===== config.mk =====
export PLATFORM = sky130hd
export DESIGN_NAME = instr_fetch_unit
export DESIGN_NICKNAME = d
export VERILOG_FILES = /design/src/rtl/cpu_pkg.sv /design/src/rtl/fetch_out_reg.sv /design/src/rtl/instr_fetch_unit.sv
export SDC_FILE = /design/constraint.sdc
export NUM_CORES = 1
export LEC_CHECK = 0
export ABC_AREA = 1
export CAP_MARGIN = 30
export CORE_ASPECT_RATIO = 1.1
export CORE_MARGIN = 2
export CORE_UTILIZATION = 53
export CTS_BUF_LIST = sky130_fd_sc_hd__clkbuf_8
export CTS_CLUSTER_SIZE = 10
export DETAILED_ROUTE_END_ITERATION = 7
export PLACE_DENSITY = 0.87
export SLEW_MARGIN = 40
export SYNTH_ARGS = -nofsm -noshare
export SYNTH_HDL_FRONTEND = slang
export SYNTH_SLANG_ARGS = --single-unit
export TNS_END_PERCENT = 30

===== constraint.sdc =====
create_clock -name clk -period 4.3 [get_ports clk]
set_input_delay 0.43 -clock clk [delete_from_list [all_inputs] [get_ports clk]]
set_output_delay 0.43 -clock clk [all_outputs]
set_load 0.005 [all_outputs]

===== src/rtl/cpu_pkg.sv =====
// Shared CPU constants and the fetch-stage state encoding.
package cpu_pkg;

    localparam int ADDR_W = 16;
    localparam int DATA_W = 16;
    localparam logic [ADDR_W-1:0] RESET_VECTOR = 16'h0000;

    typedef enum logic [1:0] {
        BOOT  = 2'd0,
        FETCH = 2'd1,
        DRAIN = 2'd2
    } fetch_state_e;

endpackage


===== src/rtl/fetch_out_reg.sv =====
// One-entry instruction slot between fetch and decode: load, hold under stall, flush on redirect.
module fetch_out_reg #(
    parameter int ADDR_W = 16,
    parameter int DATA_W = 16
) (
    input  logic              clk,
    input  logic              rst,
    input  logic              load,
    input  logic              flush,
    input  logic              stall,
    input  logic [DATA_W-1:0] load_data,
    input  logic [ADDR_W-1:0] load_pc,
    output logic              slot_free,
    output logic              instr_valid,
    output logic [DATA_W-1:0] instr_out,
    output logic [ADDR_W-1:0] instr_pc
);

    logic              valid_q, valid_d;
    logic [DATA_W-1:0] data_q, data_d;
    logic [ADDR_W-1:0] pc_q, pc_d;

    // The slot can take a new word if it is empty or decode is consuming it this cycle.
    assign slot_free = ~valid_q | ~stall;

    always_comb begin
        valid_d = valid_q;
        data_d  = data_q;
        pc_d    = pc_q;
        if (flush) begin
            valid_d = 1'b0;
        end else if (load) begin
            valid_d = 1'b1;
            data_d  = load_data;
            pc_d    = load_pc;
        end else if (slot_free) begin
            valid_d = 1'b0;
        end
    end

    always_ff @(posedge clk or posedge rst) begin
        if (rst) begin
            valid_q <= 1'b0;
            data_q  <= '0;
            pc_q    <= '0;
        end else begin
            valid_q <= valid_d;
            data_q  <= data_d;
            pc_q    <= pc_d;
        end
    end

    assign instr_valid = valid_q;
    assign instr_out   = data_q;
    assign instr_pc    = pc_q;

endmodule


===== src/rtl/instr_fetch_unit.sv =====
// Program counter, fetch FSM and instruction-memory request logic feeding a one-entry
// decode slot; branch redirects flush buffered and in-flight wrong-path fetches.
module instr_fetch_unit #(
    parameter int                ADDR_W       = cpu_pkg::ADDR_W,
    parameter int                DATA_W       = cpu_pkg::DATA_W,
    parameter logic [ADDR_W-1:0] RESET_VECTOR = cpu_pkg::RESET_VECTOR
) (
    input  logic              clk,
    input  logic              rst,
    input  logic              branch_taken,
    input  logic [ADDR_W-1:0] branch_target,
    input  logic              stall,
    output logic              imem_req,
    output logic [ADDR_W-1:0] imem_addr,
    input  logic              imem_ack,
    input  logic [DATA_W-1:0] imem_rdata,
    output logic              instr_valid,
    output logic [DATA_W-1:0] instr_out,
    output logic [ADDR_W-1:0] instr_pc
);

    import cpu_pkg::*;

    fetch_state_e      state_q, state_d;
    logic [ADDR_W-1:0] pc_q, pc_d;
    logic [ADDR_W-1:0] req_addr_q, req_addr_d;
    logic              pending_q, pending_d;

    logic              slot_free;
    logic              req_c;
    logic [ADDR_W-1:0] addr_c;
    logic              ack_taken;
    logic              load;

    // An outstanding request keeps its captured address even after the PC is redirected.
    always_comb begin
        req_c  = 1'b0;
        addr_c = pending_q ? req_addr_q : pc_q;
        unique case (state_q)
            FETCH:   req_c = slot_free | pending_q;
            DRAIN:   req_c = 1'b1;
            default: req_c = 1'b0;
        endcase
    end

    // Wrong-path data in DRAIN is dropped, so that ack never waits on the slot.
    always_comb begin
        ack_taken = 1'b0;
        unique case (state_q)
            FETCH:   ack_taken = req_c & imem_ack & slot_free;
            DRAIN:   ack_taken = imem_ack;
            default: ack_taken = 1'b0;
        endcase
    end

    assign load = (state_q == FETCH) & ack_taken & ~branch_taken;

    always_comb begin
        pending_d  = req_c & ~ack_taken;
        req_addr_d = addr_c;
        pc_d       = pc_q;
        state_d    = state_q;

        if (branch_taken) begin
            pc_d = branch_target;
        end else if (load) begin
            pc_d = pc_q + ADDR_W'(1);
        end

        if (state_q == BOOT) begin
            state_d = FETCH;
        end else if ((state_q == DRAIN || branch_taken) && pending_d) begin
            state_d = DRAIN;
        end else begin
            state_d = FETCH;
        end
    end

    always_ff @(posedge clk or posedge rst) begin
        if (rst) begin
            state_q    <= BOOT;
            pc_q       <= RESET_VECTOR;
            req_addr_q <= RESET_VECTOR;
            pending_q  <= 1'b0;
        end else begin
            state_q    <= state_d;
            pc_q       <= pc_d;
            req_addr_q <= req_addr_d;
            pending_q  <= pending_d;
        end
    end

    assign imem_req  = req_c;
    assign imem_addr = addr_c;

    fetch_out_reg #(
        .ADDR_W (ADDR_W),
        .DATA_W (DATA_W)
    ) u_out (
        .clk         (clk),
        .rst         (rst),
        .load        (load),
        .flush       (branch_taken),
        .stall       (stall),
        .load_data   (imem_rdata),
        .load_pc     (pc_q),
        .slot_free   (slot_free),
        .instr_valid (instr_valid),
        .instr_out   (instr_out),
        .instr_pc    (instr_pc)
    );

endmodule


==> results of run 1 <==
## worst paths after layout
kind	from	to	slack [ns]	cells after the start
max	branch_taken	pc_q[0]	1.75	7
min	rst	u_out.instr_out[5]	0.49	2
max reg2reg	state_q[0]	u_out.instr_pc[0]	2.04	9
min reg2reg	u_out.instr_out[9]	u_out.instr_out[9]	0.49	2
max in group asynchronous	rst	pending_q	3.06	3
min in group clk	u_out.instr_out[9]	u_out.instr_out[9]	0.49	2
## flip-flops by register name (all words and copies together), names as in the netlist
signal,cells
u_out.instr_out,16
u_out.instr_pc,16
pending_q,1
state_q,2
pc_q,16
req_addr_q,16
u_out.instr_valid,1
## logic make-up after synthesis
group,share of synthesized area (%)
xor gates and xnor gates,0.849
buffers and inverters,6.63
adders and majority gates,1.62
and+or+nand+nor,27.9
AOI/OAI and AO/OA,8.04
DFF,54.9
## power by group
part           total, mW  switching, mW  internal (mW)
combinational       1.25          0.608          0.644
clock              0.572          0.235          0.337
sequential          1.13          0.209          0.924
total               2.96           1.05           1.91
## per-layer routing
| layer | part of all wire, % | wire (microns) |
|---|---|---|
| met1 | 41 | 3160 |
| met2 | 51 | 3920 |
| met3 | 5.9 | 455 |
| met4 | 2.8 | 216 |
| met5 | 0 | 0 |
## through the flow
stage	setup slack, ns	std cells
global route	1.50	549
floorplan	2.16	381
detailed placement	1.35	533
finish	1.75	549
global placement	1.50	533
CTS	1.57	549
## cell usage after synthesis, types with 3 or more instances
cell type    n  area share (%)
buf_4        4            0.97
clkbuf_1     6            0.73
dfrtp_1     68              55
ha_1         4             1.6
inv_1       31             3.8
nand2_1    152              18
nand2_2      4            0.81
nand3_1     21             3.4
nand4_1      4            0.81
nor2_1      29             3.5
o21ai_0     37             6.0
xor2_1       3            0.85
## critical path: cells and delay by family
| family | cells | cell delay, ns |
|---|---|---|
| AO/OA/AOI/OAI | 1 | 0.11 |
| AND/OR/NAND/NOR | 2 | 0.35 |
| buffers and inverters | 4 | 1.87 |
## layout make-up
cell class / count / area share [%]
timing repair buffer: 88 / 20.8
inverter: 33 / 3.06
tap: 77 / 2.29
clock buffer: 10 / 3.27
sequential: 68 / 40.4
multi-input combinational: 267 / 28.3
clock inverter: 6 / 1.90
==> impl_summary.log, run 1 <==
[metrics] run status: completed
[metrics] Total Die Area: 6470 sq um
[metrics] post-route antenna net violation count: 0
[metrics] total of flip-flops plus latches after synthesis: 68
[metrics] global-route total usage across every layer: 25.9%
[metrics] drt wl/cell: approximately 14 microns
[metrics] maximum number of pins on one net before global-route repair: 50
[metrics] setup repair after global routing missed its margin: no
[metrics] clock-pin transition on the worst setup and hold timing paths: 0.07 ns
[metrics] Max FO, Critical Path: 49
[metrics] share of layout cells above drive strength 1: 5.72%
[metrics] Die Y-Extent: 84.2 microns
[metrics] final instance area: 4210 sq um
[metrics] synth warn: 0
[metrics] footprint of the multi-input gates: roughly 1200 sq um
[metrics] number of setup buffers added after CTS: 0
[metrics] data arrival time of the worst path: ~2.8 ns
[metrics] cell at the root of the clock tree: clkbuf_8
[metrics] master of the slowest instance on the critical path: clkdlybuf4s50_1
[metrics] number of distinct standard cells referenced by the synthesized netlist: 27
[metrics] total of cells resized after clock tree synthesis: 0
[metrics] upper clock frequency limit: 392 MHz
[metrics] Max IR drop VDD: 0.000448 V
[metrics] total power consumption of the routed design: 2.96 mW
[metrics] Critical Path End Type: register
[metrics] leakage dissipation: ~2.0 nW
[metrics] net total in the final layout: 508
[metrics] antenna violations before repair: 0
[metrics] count of mapped cells out of synthesis: 381
[metrics] number of buffers inserted for hold repair after clock tree synthesis: 0
[metrics] element type at the critical path start: input port
[metrics] final count of hold timing violations: 0
[metrics] mean instance size in the synthesized netlist: ~8 sq um
[metrics] buffers from clock root to sink, at most: 2
[metrics] shortest period the worst path allows: between 2 and 3 ns
[metrics] core region area: 5700 sq um
[metrics] total power density per cell area: 702 nW/um^2
[metrics] setup violation total in the final timing report: 0
[metrics] Num Clock Sinks: 68
[metrics] data required time at the worst endpoint: 4.51 ns
[metrics] worst slack on hold paths: between 0.4 and 0.5 ns
[metrics] area taken by flip-flops and latches: roughly 1700 sq um
[metrics] die extent in x: 76.9 microns
[metrics] slew of the pin with the lowest slew margin: 0.701 ns
[metrics] gr busiest metal: met2
[metrics] cell row count: 29
[metrics] number of global-route vias before repair: 2852
[metrics] placed instance area: 3990 sq um
[metrics] Async SR Flop Fraction: 100%
[metrics] DRT Pass-1 Iters: 5
[metrics] number of enable-type register cells in the synthesized netlist: 0
[metrics] met2 layer usage reported by global route: a little over two fifths
[metrics] ratio of final minimum period to clock period: 59.4%
[metrics] Slew Limit Fails: 0
[metrics] met1 Track Usage GR: 33.9%
[metrics] Cell Area, Synth: 3100 sq um
[metrics] detailed-route via count: 2870
[metrics] number of top-level pins: 87
[metrics] critical path cell sequence: clkdlybuf4s50_1 -> inv_2 -> nand4_2 -> buf_4 -> inv_1 -> nand2_1 -> o211ai_1
[metrics] commonest non-fill, non-tap cell in the layout: nand2_1
[metrics] Total Wirelength: 7760 microns
[metrics] number of H-tree branching levels: 3
[metrics] final HPWL from detailed placement: 5690 microns
[metrics] kind of critical path: in2reg
[metrics] GR Util met3: under 10%
[metrics] final estimated routing congestion in global placement: 0.914
[metrics] wire length of the first global-routing pass: about 13000 microns
[metrics] drt initial violations: 276
[metrics] n_diodes: 0
[metrics] clock tree from TritonCTS: yes
[metrics] critical path's largest stage delay: 0.76 ns
[metrics] most common flop cell mapped by yosys: dfrtp_1
[metrics] DRC viols: 0
[metrics] Finished Core Util: 73.9%
[metrics] Net Count, Synth: 422
[metrics] global route overflow: 0
[metrics] number of filler instances in the final layout: 433
[metrics] clock insertion delay at the later pin of the skew report: around 0.34 ns
[metrics] starting density of the core: 54.4%
[metrics] CTS Buf Count: 9
[metrics] maxcap violations: 0
[metrics] drt via density: 5.23
[metrics] register area share after synthesis: 54.9%
[metrics] clock skew after layout: a little under 0.007 ns
[metrics] total negative slack: 0 ns
[metrics] number of I/O port buffers: 86
[metrics] most frequent cells in the layout: nand2_1, clkdlybuf4s50_1, dfrtp_1
[metrics] kind of path behind the tightest hold check: in2async
[metrics] layout-stage area growth over the synthesis result: 36.0%
[metrics] worst rel slew slack: 53.2%
Note: power is estimated with default switching activity, not from simulation.
==> inputs of run 2 (changes only) <==
- CORE_UTILIZATION: 53 -> 49
- PLACE_DENSITY: 0.87 -> 0.82
- clock period: 4.3 -> 2.4 ns (I/O delays scaled with it)
==> impl_summary.log, run 2 (same netlist as run 1, synthesis figures left out) <==
[metrics] DRT Pass-1 Iters: 4
[metrics] die extent in x: about 80 microns
[metrics] cell row count: 30
[metrics] Critical Path End Type: output pin
[metrics] data required time at the worst endpoint: 2.16 ns
[metrics] total power density per cell area: 1230 nW/um^2
[metrics] number of H-tree branching levels: 3
[metrics] upper clock frequency limit: 447 MHz
[metrics] minimum setup slack after placement: 0.523 ns
[metrics] kind of critical path: reg2out
[metrics] clock insertion delay at the later pin of the skew report: 0.34 ns
[metrics] shortest period the worst path allows: about 2.2 ns
[metrics] worst rel slew slack: a little under two thirds
[metrics] number of filler instances in the final layout: 490
[metrics] layout-stage area growth over the synthesis result: 36.6%
[metrics] number of buffers inserted for hold repair after clock tree synthesis: 0
[metrics] post-route antenna net violation count: 0
[metrics] net total in the final layout: between 500 and 600
[metrics] drt wl/cell: between 10 and 15 microns
[metrics] n_diodes: 0
[metrics] data arrival time of the worst path: 2.00 ns
[metrics] DRC viols: 0
[metrics] Slew Limit Fails: 0
[metrics] clock tree from TritonCTS: yes
[metrics] drt initial violations: 195
[metrics] ratio of final minimum period to clock period: between 90% and 100%
[metrics] final HPWL from detailed placement: 5500 microns
[metrics] clock-pin transition on the worst setup and hold timing paths: 0.07 ns
[metrics] run status: completed
[metrics] share of layout cells above drive strength 1: about 6.5%
[metrics] total of cells resized after clock tree synthesis: 0
[metrics] global-route total usage across every layer: a little under a quarter
[metrics] Total Die Area: about 7000 sq um
[metrics] Die Y-Extent: between 80 and 90 microns
[metrics] global route overflow: 0
[metrics] starting density of the core: 50.3%
[metrics] CTS Buf Count: 9
[metrics] wire length of the first global-routing pass: 12300 microns
[metrics] final count of hold timing violations: 0
[metrics] number of setup buffers added after CTS: 0
[metrics] number of I/O port buffers: 86
[metrics] leakage dissipation: 2.06 nW
[metrics] core region area: 6160 sq um
[metrics] final estimated routing congestion in global placement: between 0.9 and 1
[metrics] clock skew after layout: 0.00816 ns
[metrics] final instance area: approximately 4200 sq um
[metrics] most frequent cells in the layout: nand2_1, clkdlybuf4s50_1, dfrtp_1
[metrics] placed instance area: approximately 4000 sq um
[metrics] setup violation total in the final timing report: 0
[metrics] kind of path behind the tightest hold check: in2async
[metrics] drt via density: 5.01
[metrics] maximum number of pins on one net before global-route repair: 34
[metrics] maxcap violations: 0
[metrics] worst slack on hold paths: roughly 0.26 ns
[metrics] slew of the pin with the lowest slew margin: roughly 0.54 ns
[metrics] detailed-route via count: 2785
[metrics] Finished Core Util: 68.7%
[metrics] buffers from clock root to sink, at most: 2
[metrics] number of top-level pins: 87
[metrics] antenna violations before repair: 0
[metrics] Max IR drop VDD: just under 0.0008 V
[metrics] number of global-route vias before repair: 2685
[metrics] commonest non-fill, non-tap cell in the layout: nand2_1
[metrics] Num Clock Sinks: slightly below 70
[metrics] post-route worst setup slack: 0.162 ns
[metrics] Total Wirelength: 7520 microns
[metrics] Max FO, Critical Path: 5
[metrics] cell at the root of the clock tree: clkbuf_8
[metrics] element type at the critical path start: register
[metrics] setup repair after global routing missed its margin: no
[metrics] total negative slack: 0 ns
## run 2: layout make-up
| type | instances | area, sq um | area share (%) |
|---|---|---|---|
| Clock buffer | 11 | 151 | 3.58 |
| Clock inverter | 3 | 38.8 | 0.917 |
| Inverter | 33 | 126 | 2.99 |
| Multi-Input combinational cell | 267 | 1190 | 28.1 |
| Sequential cell | 68 | 1700 | 40.2 |
| Tap cell | 80 | 100 | 2.37 |
| Timing Repair Buffer | 94 | 921 | 21.8 |
## run 2: worst paths after layout
kind	depth (start not counted)	startpoint	to	slack (ns)
min in group clk	3	imem_rdata[5]	u_out.instr_out[5]	0.43
setup / recovery	5	state_q[1]	imem_req	0.16
max in group asynchronous	3	rst	pending_q	1.41
hold reg to reg	2	u_out.instr_pc[6]	u_out.instr_pc[6]	0.48
hold / removal	2	rst	u_out.instr_pc[2]	0.26
setup reg to reg	9	state_q[0]	u_out.instr_out[15]	0.58
## run 2: through the flow
step / power (mW) / instances
detailed placement: 4.29 / 542
global placement: 4.20 / 542
CTS: 5.23 / 556
finish: 5.21 / 556
global route: 5.60 / 556
floorplan: 3.05 / 381
## run 2: critical path, cell delays in order, from the launching register on
cell,delay (ns)
dfrtp_1,0.38
inv_1,0.09
ha_1,0.24
o21ai_0,0.14
a21boi_0,0.25
clkdlybuf4s50_1,0.56
## run 2: power breakdown
| group | internal (mW) | switching (mW) | total [mW] |
|---|---|---|---|
| registers | 1.65 | 0.299 | 1.95 |
| logic | 1.18 | 1.14 | 2.32 |
| clock network | 0.520 | 0.414 | 0.933 |
## run 2: layer usage
layer	up-vias	share of wire [%]	track usage [%]	wire (microns)
li1	1382	-	-	-
met1	1300	44	30.3	3310
met2	87	49	36.9	3670
met3	16	4.4	3.84	330
met4	0	2.8	12.5	212
met5	-	0	0	0
==> inputs of run 3 (changes only) <==
- CORE_UTILIZATION: 49 -> 53
- CTS_CLUSTER_SIZE: 10 -> unset
- PLACE_DENSITY: 0.82 -> 0.87
- clock period: 2.4 -> 2.6 ns (I/O delays scaled with it)
==> impl_summary.log, run 3 (same netlist as run 1, synthesis figures left out) <==
[metrics] run status: completed
[metrics] Total Die Area: 6470 sq um
[metrics] Critical Path End Type: output pin
[metrics] leakage dissipation: between 2 and 2.5 nW
[metrics] total power density per cell area: about 1100 nW/um^2
[metrics] clock insertion delay at the later pin of the skew report: 0.34 ns
[metrics] clock skew after layout: 0.00520 ns
[metrics] global route overflow: 0
[metrics] drt wl/cell: 13.8 microns
[metrics] shortest period the worst path allows: 2.23 ns
[metrics] die extent in x: 76.9 microns
[metrics] Die Y-Extent: 84.2 microns
[metrics] kind of critical path: reg2out
[metrics] data arrival time of the worst path: 1.97 ns
[metrics] most frequent cells in the layout: nand2_1, clkdlybuf4s50_1, dfrtp_1
[metrics] detailed-route via count: 2832
[metrics] setup repair after global routing missed its margin: no
[metrics] n_diodes: 0
[metrics] final HPWL from detailed placement: ~5600 microns
[metrics] clock-pin transition on the worst setup and hold timing paths: 0.07 ns
[metrics] layout-stage area growth over the synthesis result: 35.7%
[metrics] antenna violations before repair: 0
[metrics] final estimated routing congestion in global placement: 0.868
[metrics] CTS Buf Count: 9
[metrics] DRT Pass-1 Iters: 6
[metrics] Slew Limit Fails: 0
[metrics] placed instance area: 4020 sq um
[metrics] Max FO, Critical Path: 5
[metrics] upper clock frequency limit: 449 MHz
[metrics] RR Startpoint: state_q[1]
[metrics] setup violation total in the final timing report: 0
[metrics] core region area: around 5700 sq um
[metrics] global-route total usage across every layer: around a quarter
[metrics] Max IR drop VDD: 0.000742 V
[metrics] worst reg2reg setup slack: ~0.64 ns
[metrics] wire length of the first global-routing pass: 13000 microns
[metrics] number of buffers inserted for hold repair after clock tree synthesis: 0
[metrics] number of top-level pins: 87
[metrics] Num Clock Sinks: 68
[metrics] non-filler instance count after layout: 551
[metrics] kind of path behind the tightest hold check: in2async
[metrics] post-route antenna net violation count: 0
[metrics] worst reg-to-reg path cell count: 8
[metrics] net total in the final layout: 510
[metrics] DRC viols: 0
[metrics] drt initial violations: 228
[metrics] RR Endpoint: u_out.instr_pc[0]
[metrics] drt via density: 5.14
[metrics] total of cells resized after clock tree synthesis: 0
[metrics] number of global-route vias before repair: 2776
[metrics] clock tree from TritonCTS: yes
[metrics] Total Wirelength: 7620 microns
[metrics] cell at the root of the clock tree: clkbuf_8
[metrics] number of H-tree branching levels: 3
[metrics] buffers from clock root to sink, at most: 2
[metrics] element type at the critical path start: register
[metrics] cell row count: 29
[metrics] commonest non-fill, non-tap cell in the layout: nand2_1
[metrics] final count of hold timing violations: 0
[metrics] data required time at the worst endpoint: 2.34 ns
[metrics] share of layout cells above drive strength 1: between 5 and 6%
[metrics] number of I/O port buffers: between 80 and 90
[metrics] total power consumption of the routed design: 4.76 mW
[metrics] number of setup buffers added after CTS: 0
[metrics] maximum number of pins on one net before global-route repair: between 40 and 50
[metrics] ratio of final minimum period to clock period: 85.7%
[metrics] maxcap violations: 0
[metrics] total negative slack: 0 ns
[metrics] slew of the pin with the lowest slew margin: 0.708 ns
[metrics] worst rel slew slack: 52.8%
[metrics] final instance area: 4200 sq um
[metrics] Placed Cells incl. Taps: 535
[metrics] starting density of the core: 54.4%
-- run 3: stage by stage --
step	util (%)	worst slack, ns	hold slack, ns
detailed placement	70.5	0.520	0.464
finish	73.8	0.372	0.331
floorplan	-	0.628	0.370
CTS	73.8	0.350	0.354
global placement	70.5	0.586	0.462
global route	73.8	0.241	0.391
-- run 3: how the worst max path moves through the flow --
stage / start / to / slack [ns] / cells after the start
after CTS: state_q[1] / imem_req / 0.35 / 5
after global routing: state_q[1] / imem_req / 0.24 / 5
after floorplan: rst / pc_q[0] / 0.63 / 1
after global placement: branch_taken / u_out.instr_pc[0] / 0.59 / 6
final: state_q[1] / imem_req / 0.37 / 5
after detailed placement: branch_taken / u_out.instr_pc[0] / 0.52 / 6
-- run 3: worst max-delay path, stage by stage (launching register included) --
cell and delay, ns:
dfrtp_1 0.39, inv_1 0.08, ha_1 0.25, o21ai_0 0.11
a21boi_0 0.24, clkdlybuf4s50_1 0.55
-- run 3: power by group --
part / leakage, nW / switching, mW / internal [mW]
Sequential: 0.841 / 0.283 / 1.53
Clock: 0.101 / 0.384 / 0.431
Combinational: 1.10 / 1.06 / 1.08
Total: 2.04 / 1.73 / 3.04
-- run 3: area by class of cell --
class,count,area (sq um)
inverter,33,126
clock inverter,7,60.1
fill,442,1500
tap,77,96.3
timing repair buffer,90,903
sequential,68,1700
clock buffer,9,124
multi-input combinational,267,1190
-- run 3: per-layer routing --
metal	share of wire, %	vias to the layer above	global-route usage [%]	wire (microns)
li1	-	1377	-	-
met4	2.9	0	10.6	223
met1	41	1337	33.6	3150
met3	4.9	18	4.84	372
met5	0	-	0	0
met2	51	100	40.9	3880
